==> src/rtl/countdown_timer_pkg.sv <==
// countdown_timer_pkg: shared definitions for the countdown timer.
// Holds the FSM state encoding and the BCD digit limits used by the
// mod-60 digit pairs. There are no ports; other files import this package.
package countdown_timer_pkg;

    typedef enum logic [1:0] {
        IDLE  = 2'd0,
        RUN   = 2'd1,
        PAUSE = 2'd2,
        ALARM = 2'd3
    } state_t;

    localparam logic [3:0] BCD_ONES_MAX = 4'd9;
    localparam logic [3:0] BCD_TENS_MAX = 4'd5;
    localparam logic [7:0] MOD60_MAX    = {BCD_TENS_MAX, BCD_ONES_MAX};

endpackage

==> src/rtl/countdown_timer_bcd_mod60_updown.sv <==
// bcd_mod60_updown: one BCD digit pair counting 00..59 with up/down enables.
// Ports:
//   clk, reset_p        clock, asynchronous active-high reset
//   clr                 synchronous clear to 00 (highest priority)
//   load, load_value    synchronous load of a BCD pair
//   inc, dec            step up / step down by one (inc wins over dec)
//   value               registered BCD pair {tens, ones}
//   carry               high while an inc wraps 59->00 or a dec borrows 00->59
module bcd_mod60_updown
    import countdown_timer_pkg::*;
(
    input  logic       clk,
    input  logic       reset_p,
    input  logic       clr,
    input  logic       load,
    input  logic [7:0] load_value,
    input  logic       inc,
    input  logic       dec,
    output logic [7:0] value,
    output logic       carry
);

    logic [3:0] tens;
    logic [3:0] ones;
    logic [7:0] up;
    logic [7:0] down;
    logic [7:0] next;

    assign tens = value[7:4];
    assign ones = value[3:0];

    always_comb begin
        up    = (ones == BCD_ONES_MAX)
              ? ((tens == BCD_TENS_MAX) ? 8'h00 : {tens + 4'd1, 4'd0})
              : {tens, ones + 4'd1};
        down  = (ones == 4'd0)
              ? ((tens == 4'd0) ? MOD60_MAX : {tens - 4'd1, BCD_ONES_MAX})
              : {tens, ones - 4'd1};
        next  = clr ? 8'h00 : load ? load_value : inc ? up : dec ? down : value;
        // Carry only reflects a step that actually takes effect this cycle.
        carry = !clr && !load
              && ((inc && value == MOD60_MAX) || (!inc && dec && value == 8'h00));
    end

    always_ff @(posedge clk or posedge reset_p) begin
        if (reset_p)
            value <= 8'h00;
        else
            value <= next;
    end

endmodule

==> src/rtl/countdown_timer.sv <==
// countdown_timer: MM:SS BCD countdown timer with start/pause, set and clear buttons.
// Ports:
//   clk         system clock, all state changes on the rising edge
//   reset_p     asynchronous active-high reset
//   btn_pedge   one-cycle pulses: [0] start/pause, [1] minute +1, [2] second +1, [3] clear
//   value       registered BCD remaining time {min10, min1, sec10, sec1}
//   running     registered, high while in RUN
//   alarm       registered, high while in ALARM
// Parameter TICKS_PER_SEC sets the clk cycles per one-second decrement.
// Build option COUNTDOWN_PRESET_RELOAD_EN: when defined, the time is captured
// on each IDLE->RUN start and restored when the alarm is dismissed with
// btn[0..2]; when undefined, dismissing the alarm always leaves 00:00.
module countdown_timer
    import countdown_timer_pkg::*;
#(
    parameter int TICKS_PER_SEC = 100_000_000
)(
    input  logic        clk,
    input  logic        reset_p,
    input  logic [3:0]  btn_pedge,
    output logic [15:0] value,
    output logic        running,
    output logic        alarm
);

    localparam int            PW       = (TICKS_PER_SEC > 1) ? $clog2(TICKS_PER_SEC) : 1;
    localparam logic [PW-1:0] TERMINAL = PW'(TICKS_PER_SEC - 1);

    state_t        state;
    state_t        state_next;
    logic [PW-1:0] presc;
    logic [PW-1:0] presc_next;
    logic          clear;
    logic          start;
    logic          min_btn;
    logic          sec_btn;
    logic          tick;
    logic          is_zero;
    logic          is_last;
    logic          clr_value;
    logic          reload;
    logic          sec_inc;
    logic          sec_dec;
    logic          min_inc;
    logic          min_dec;
    logic          sec_carry;
    logic          unused_min_carry;
    logic          load;
    logic [15:0]   load_value;
    logic [7:0]    sec_value;
    logic [7:0]    min_value;

    // Button priority: clear > start/pause > minute > second.
    assign clear   = btn_pedge[3];
    assign start   = btn_pedge[0] && !clear;
    assign min_btn = btn_pedge[1] && !btn_pedge[0] && !clear;
    assign sec_btn = btn_pedge[2] && !btn_pedge[1] && !btn_pedge[0] && !clear;

    assign value   = {min_value, sec_value};
    assign is_zero = (value == 16'h0000);
    assign is_last = (value == 16'h0001);
    assign tick    = (state == RUN) && (presc == TERMINAL);

    // Minutes only borrow when the seconds pair underflows on a decrement.
    assign min_dec = sec_dec && sec_carry;

    always_comb begin
        state_next = state;
        presc_next = presc;
        clr_value  = 1'b0;
        reload     = 1'b0;
        sec_inc    = 1'b0;
        sec_dec    = 1'b0;
        min_inc    = 1'b0;
        if (clear) begin
            state_next = IDLE;
            presc_next = '0;
            clr_value  = 1'b1;
        end else begin
            case (state)
                IDLE: begin
                    min_inc = min_btn;
                    sec_inc = sec_btn;
                    if (start && !is_zero) begin
                        state_next = RUN;
                        presc_next = '0;
                    end
                end
                RUN: begin
                    presc_next = tick ? '0 : presc + 1'b1;
                    // A zero value can only reach RUN by editing 00:00 in PAUSE;
                    // expire it instead of underflowing to 59:59.
                    sec_dec    = tick && !is_zero;
                    if (tick && (is_last || is_zero))
                        state_next = ALARM;
                    else if (start)
                        state_next = PAUSE;
                end
                PAUSE: begin
                    min_inc = min_btn;
                    sec_inc = sec_btn;
                    if (start)
                        state_next = RUN;
                end
                ALARM: begin
                    if (|btn_pedge) begin
                        state_next = IDLE;
                        reload     = 1'b1;
                    end
                end
                default: state_next = IDLE;
            endcase
        end
    end

    always_ff @(posedge clk or posedge reset_p) begin
        if (reset_p) begin
            state   <= IDLE;
            presc   <= '0;
            running <= 1'b0;
            alarm   <= 1'b0;
        end else begin
            state   <= state_next;
            presc   <= presc_next;
            running <= (state_next == RUN);
            alarm   <= (state_next == ALARM);
        end
    end

`ifdef COUNTDOWN_PRESET_RELOAD_EN
    logic [15:0] preset;

    always_ff @(posedge clk or posedge reset_p) begin
        if (reset_p)
            preset <= 16'h0000;
        else if (state == IDLE && state_next == RUN)
            preset <= value;
    end

    assign load       = reload;
    assign load_value = preset;
`else
    // Without a preset, dismissing the alarm reloads the (already zero) time with 00:00.
    assign load       = reload;
    assign load_value = 16'h0000;
`endif

    bcd_mod60_updown u_sec (
        .clk        (clk),
        .reset_p    (reset_p),
        .clr        (clr_value),
        .load       (load),
        .load_value (load_value[7:0]),
        .inc        (sec_inc),
        .dec        (sec_dec),
        .value      (sec_value),
        .carry      (sec_carry)
    );

    bcd_mod60_updown u_min (
        .clk        (clk),
        .reset_p    (reset_p),
        .clr        (clr_value),
        .load       (load),
        .load_value (load_value[15:8]),
        .inc        (min_inc),
        .dec        (min_dec),
        .value      (min_value),
        .carry      (unused_min_carry)
    );

endmodule

==> config.mk <==
export PLATFORM = sky130hd
export DESIGN_NAME = countdown_timer
export DESIGN_NICKNAME = d
export VERILOG_FILES = /design/src/rtl/countdown_timer_pkg.sv /design/src/rtl/countdown_timer_bcd_mod60_updown.sv /design/src/rtl/countdown_timer.sv
export SDC_FILE = /design/constraint.sdc
export NUM_CORES = 1
export LEC_CHECK = 0
export CAP_MARGIN = 5
export CORE_UTILIZATION = 50
export CTS_CLUSTER_SIZE = 14
export DETAILED_ROUTE_END_ITERATION = 8
export PLACE_DENSITY_LB_ADDON = 0.08
export SLEW_MARGIN = 20
export SYNTH_ARGS = -nofsm -noshare
export SYNTH_HDL_FRONTEND = slang
export SYNTH_SLANG_ARGS = --single-unit
==> constraint.sdc <==
create_clock -name clk -period 2.8 [get_ports clk]
set_input_delay 0.56 -clock clk [delete_from_list [all_inputs] [get_ports clk]]
set_output_delay 0.56 -clock clk [all_outputs]
set_load 0.02 [all_outputs]
==> flow_metrics.env <==
export IMPL_final_cell_mix="dfrtp_1 (47), o21ai_0 (45), nor2_1 (39)"
export IMPL_drive_gt1_share_pct=12.1
export IMPL_post_place_cells=489
export IMPL_cts_setup_buffers=0
export IMPL_async_flop_share_pct=100
export IMPL_grt_overflow=0
export IMPL_fmax_ghz=0.389
export IMPL_crit_chain="ha_1 > nand3_1 > or4_4 > nor4b_4 > o21ai_2 > or4_1 > nand2_1"
export IMPL_cts_hold_buf=0
export IMPL_end_kind="register"
export IMPL_rsz0062_at_grt="false"
export IMPL_cts_resized=0
export IMPL_cts_htree_levels=2
export IMPL_numCtsBuffers=5
export IMPL_placed_area_um2=3660
export IMPL_regArea_um2=1180
export IMPL_finalNonFillerCells=497
export IMPL_clk_pin_slew_ps=90
export IMPL_gr_usage_all_layers_pct=23.5
export IMPL_start_util_pct=53.0
export IMPL_power_density_nw_per_um2=640
export IMPL_cts_tree="built"
export IMPL_hold_path_depth=2
export IMPL_cts_root_buf="clkbuf_8"
export IMPL_core_area_um2=6030
export IMPL_skew_ps=10.6
export IMPL_cpLargestDelayFamily="simple AND/OR/NAND/NOR gates"
export IMPL_place_gp_congestion=0.880
export IMPL_synth_area_um2=3190
export IMPL_port_buffers=23
export IMPL_cp_max_fo=7
export IMPL_crit_path_start_kind="register"
export IMPL_yosys_area_top_type_share_pct=36.8
export IMPL_antenna_found_initial=0
export IMPL_final_area_um2=3790
export IMPL_syn_avg_cell_area_um2=8.32
export IMPL_drc=0
export IMPL_yosysSeqAreaShare_pct=36.8
export IMPL_p_leak_nw=1.50
export IMPL_dieArea_um2=6710
export IMPL_synth_area_leaders="dfrtp_1 (37%), o21ai_0 (7.1%), nor2_1 (4.6%)"
export IMPL_hp_class="register to register"
export IMPL_grtUsageMet1_pct=37.3
export IMPL_multiInputGateArea_um2=1900
export IMPL_synth_area_leader_cell="dfrtp_1"
export IMPL_fillCellCount=535
export IMPL_maxSlewHeadroom_pct=38.3
export IMPL_grt_max_degree=48
export IMPL_run_status="completed"
export IMPL_layout_commonest_cell="dfrtp_1"
export IMPL_drt_total_wl_um=7210
export IMPL_synth_edf_count=0
export IMPL_ys_warnings_count=0
export IMPL_ant_nets=0
export IMPL_crit_type="register to register"
export IMPL_grt_first_pass_wirelength_um=12300
export IMPL_min_from="presc[1]$_DFFE_PP0P_"
export IMPL_num_rows=28
export IMPL_r2r_end="u_sec.value[4]$_DFFE_PP0P_"
export IMPL_synth_flop_cell="dfrtp_1"
export IMPL_min_to="presc[1]$_DFFE_PP0P_"
export IMPL_yosys_register_bits=47
export IMPL_rr_startpoint="presc[0]$_DFFE_PP0P_"
export IMPL_peakVddDrop_uv=414
export IMPL_finalCritPeriodShare_pct=91.8
export IMPL_cts_sinks=47
export IMPL_wire_per_inst_um=14.5
export IMPL_path_buf_inv=0
export IMPL_synthToLayoutAreaGrowth_pct=18.6
export IMPL_die_w_um=81.9
export IMPL_cp_arrival_ps=2810
export IMPL_drt_iter0_markers=206
export IMPL_firstDrtPassIters=5
export IMPL_syn_inst=384
export IMPL_tns_ps=0
export IMPL_use_met3_pct=3.33
export IMPL_grtUsageMet2_pct=32.9
export IMPL_hold_violations=0
export IMPL_regToRegSetupSlack_ps=230
export IMPL_ios=24
export IMPL_cts_buffer_depth=2
export IMPL_diodes=0
export IMPL_crit_required_ps=3040
export IMPL_r2r_worst_path_cells=7
export IMPL_viasPerCell=5.95
export IMPL_grt_busiest_layer="met1"
export IMPL_grt_pass1_vias=2533
export IMPL_dp_hpwl_um=5090
export IMPL_maxCapViolCount=0
export IMPL_syn_nets=397
export IMPL_max_stage_delay_ps=540
export IMPL_worst_slew_pin_transition_ps=924
export IMPL_synthDistinctLibCells=60
export IMPL_insertion_delay_ps=310
export IMPL_die_y_um=81.9
export IMPL_setup_viol=0
export IMPL_final_max_slew_viol_count=0
export IMPL_critical_path_slowest_cell="or4_4"
export IMPL_finalNetCount=434
export IMPL_min_period_ps=2570
export IMPL_via_count=2959
kinds of logic (layout without fill, tap and decap cells):
group           count (synthesis)  after routing  share of synthesized area (%)
fa+ha+maj                       7              7                           2.74
mux                             2              2                          0.784
xor+xnor                       17             17                           4.66
compound gates                103            103                           20.7
buf+inv                        34             72                           4.15
flops                          47             47                           36.8
simple gates                  174            174                           30.2
cells in the mapped netlist, types with 3 or more instances:
cell type  number
ha_1            7
nand4_1        10
clkbuf_1       15
o2111ai_1       3
nand2_1        35
buf_2           4
o21ai_0        45
and3_1          8
nor4b_1         4
o31ai_1         7
xor2_1          4
or3_1           4
nand3_1        19
o41ai_1         3
dfrtp_1        47
nor2_1         39
xnor2_1        13
a21oi_1        11
nor3_1         10
inv_1          14
nor4_1          9
a31oi_1         5
nor2b_1         8
a211oi_1        3
a21o_1          3
nor4bb_1        3
nand2b_1        4
or4_1           3
nor3b_1         4
report_power, final:
part / switching (mW) / total [mW] / internal, mW
Clock: 0.247 / 0.542 / 0.294
Sequential: 0.130 / 0.882 / 0.751
Combinational: 0.538 / 1.00 / 0.463
flip-flops by register name (all words and copies together), names as in the netlist:
signal       count
state            2
u_sec.value      8
u_min.value      8
alarm            1
running          1
presc           27
area by class of cell:
| class | instances | share of cell area, % |
|---|---|---|
| multi-input cells | 303 | 50.1 |
| clock inverters | 2 | 1.02 |
| well taps | 75 | 2.48 |
| clock buffers | 6 | 2.18 |
| inverters | 14 | 1.39 |
| flip-flops and latches | 47 | 31.1 |
| repair buffers | 50 | 11.8 |
worst max-delay path by stage:
stage | from | endpoint | cells after the start
2_1_floorplan | btn_pedge[0] | u_min.value[5]$_DFFE_PP0P_ | 7
3_3_place_gp | btn_pedge[2] | u_sec.value[6]$_DFFE_PP0P_ | 7
3_5_place_dp | btn_pedge[0] | u_sec.value[6]$_DFFE_PP0P_ | 7
4_1_cts | presc[0]$_DFFE_PP0P_ | u_sec.value[4]$_DFFE_PP0P_ | 7
5_1_grt | presc[0]$_DFFE_PP0P_ | running$_DFF_PP0_ | 8
6_report | presc[0]$_DFFE_PP0P_ | u_sec.value[4]$_DFFE_PP0P_ | 7
worst register-to-register path, stage by stage, from the launching register on:
cell	delay, ps
dfrtp_1	410
ha_1	220
nand3_1	150
or4_4	540
nor4b_4	460
o21ai_2	180
or4_1	490
nand2_1	60
routing by layer:
metal,up-vias,part of all wire [%]
li1,1494,-
met1,1404,52
met2,57,44
met3,4,3.7
met4,0,0.78
met5,-,0
per-stage QoR:
stage	setup slack, ps	hold WS, ps	power (mW)	utilization, %
floorplan	243	489	1.50	-
global placement	84.0	521	1.88	60.8
detailed placement	80.9	526	1.89	60.8
CTS	229	548	2.44	62.8
global route	59.7	587	2.60	62.8
finish	229	541	2.42	62.8
(Power assumes the default switching activity.)
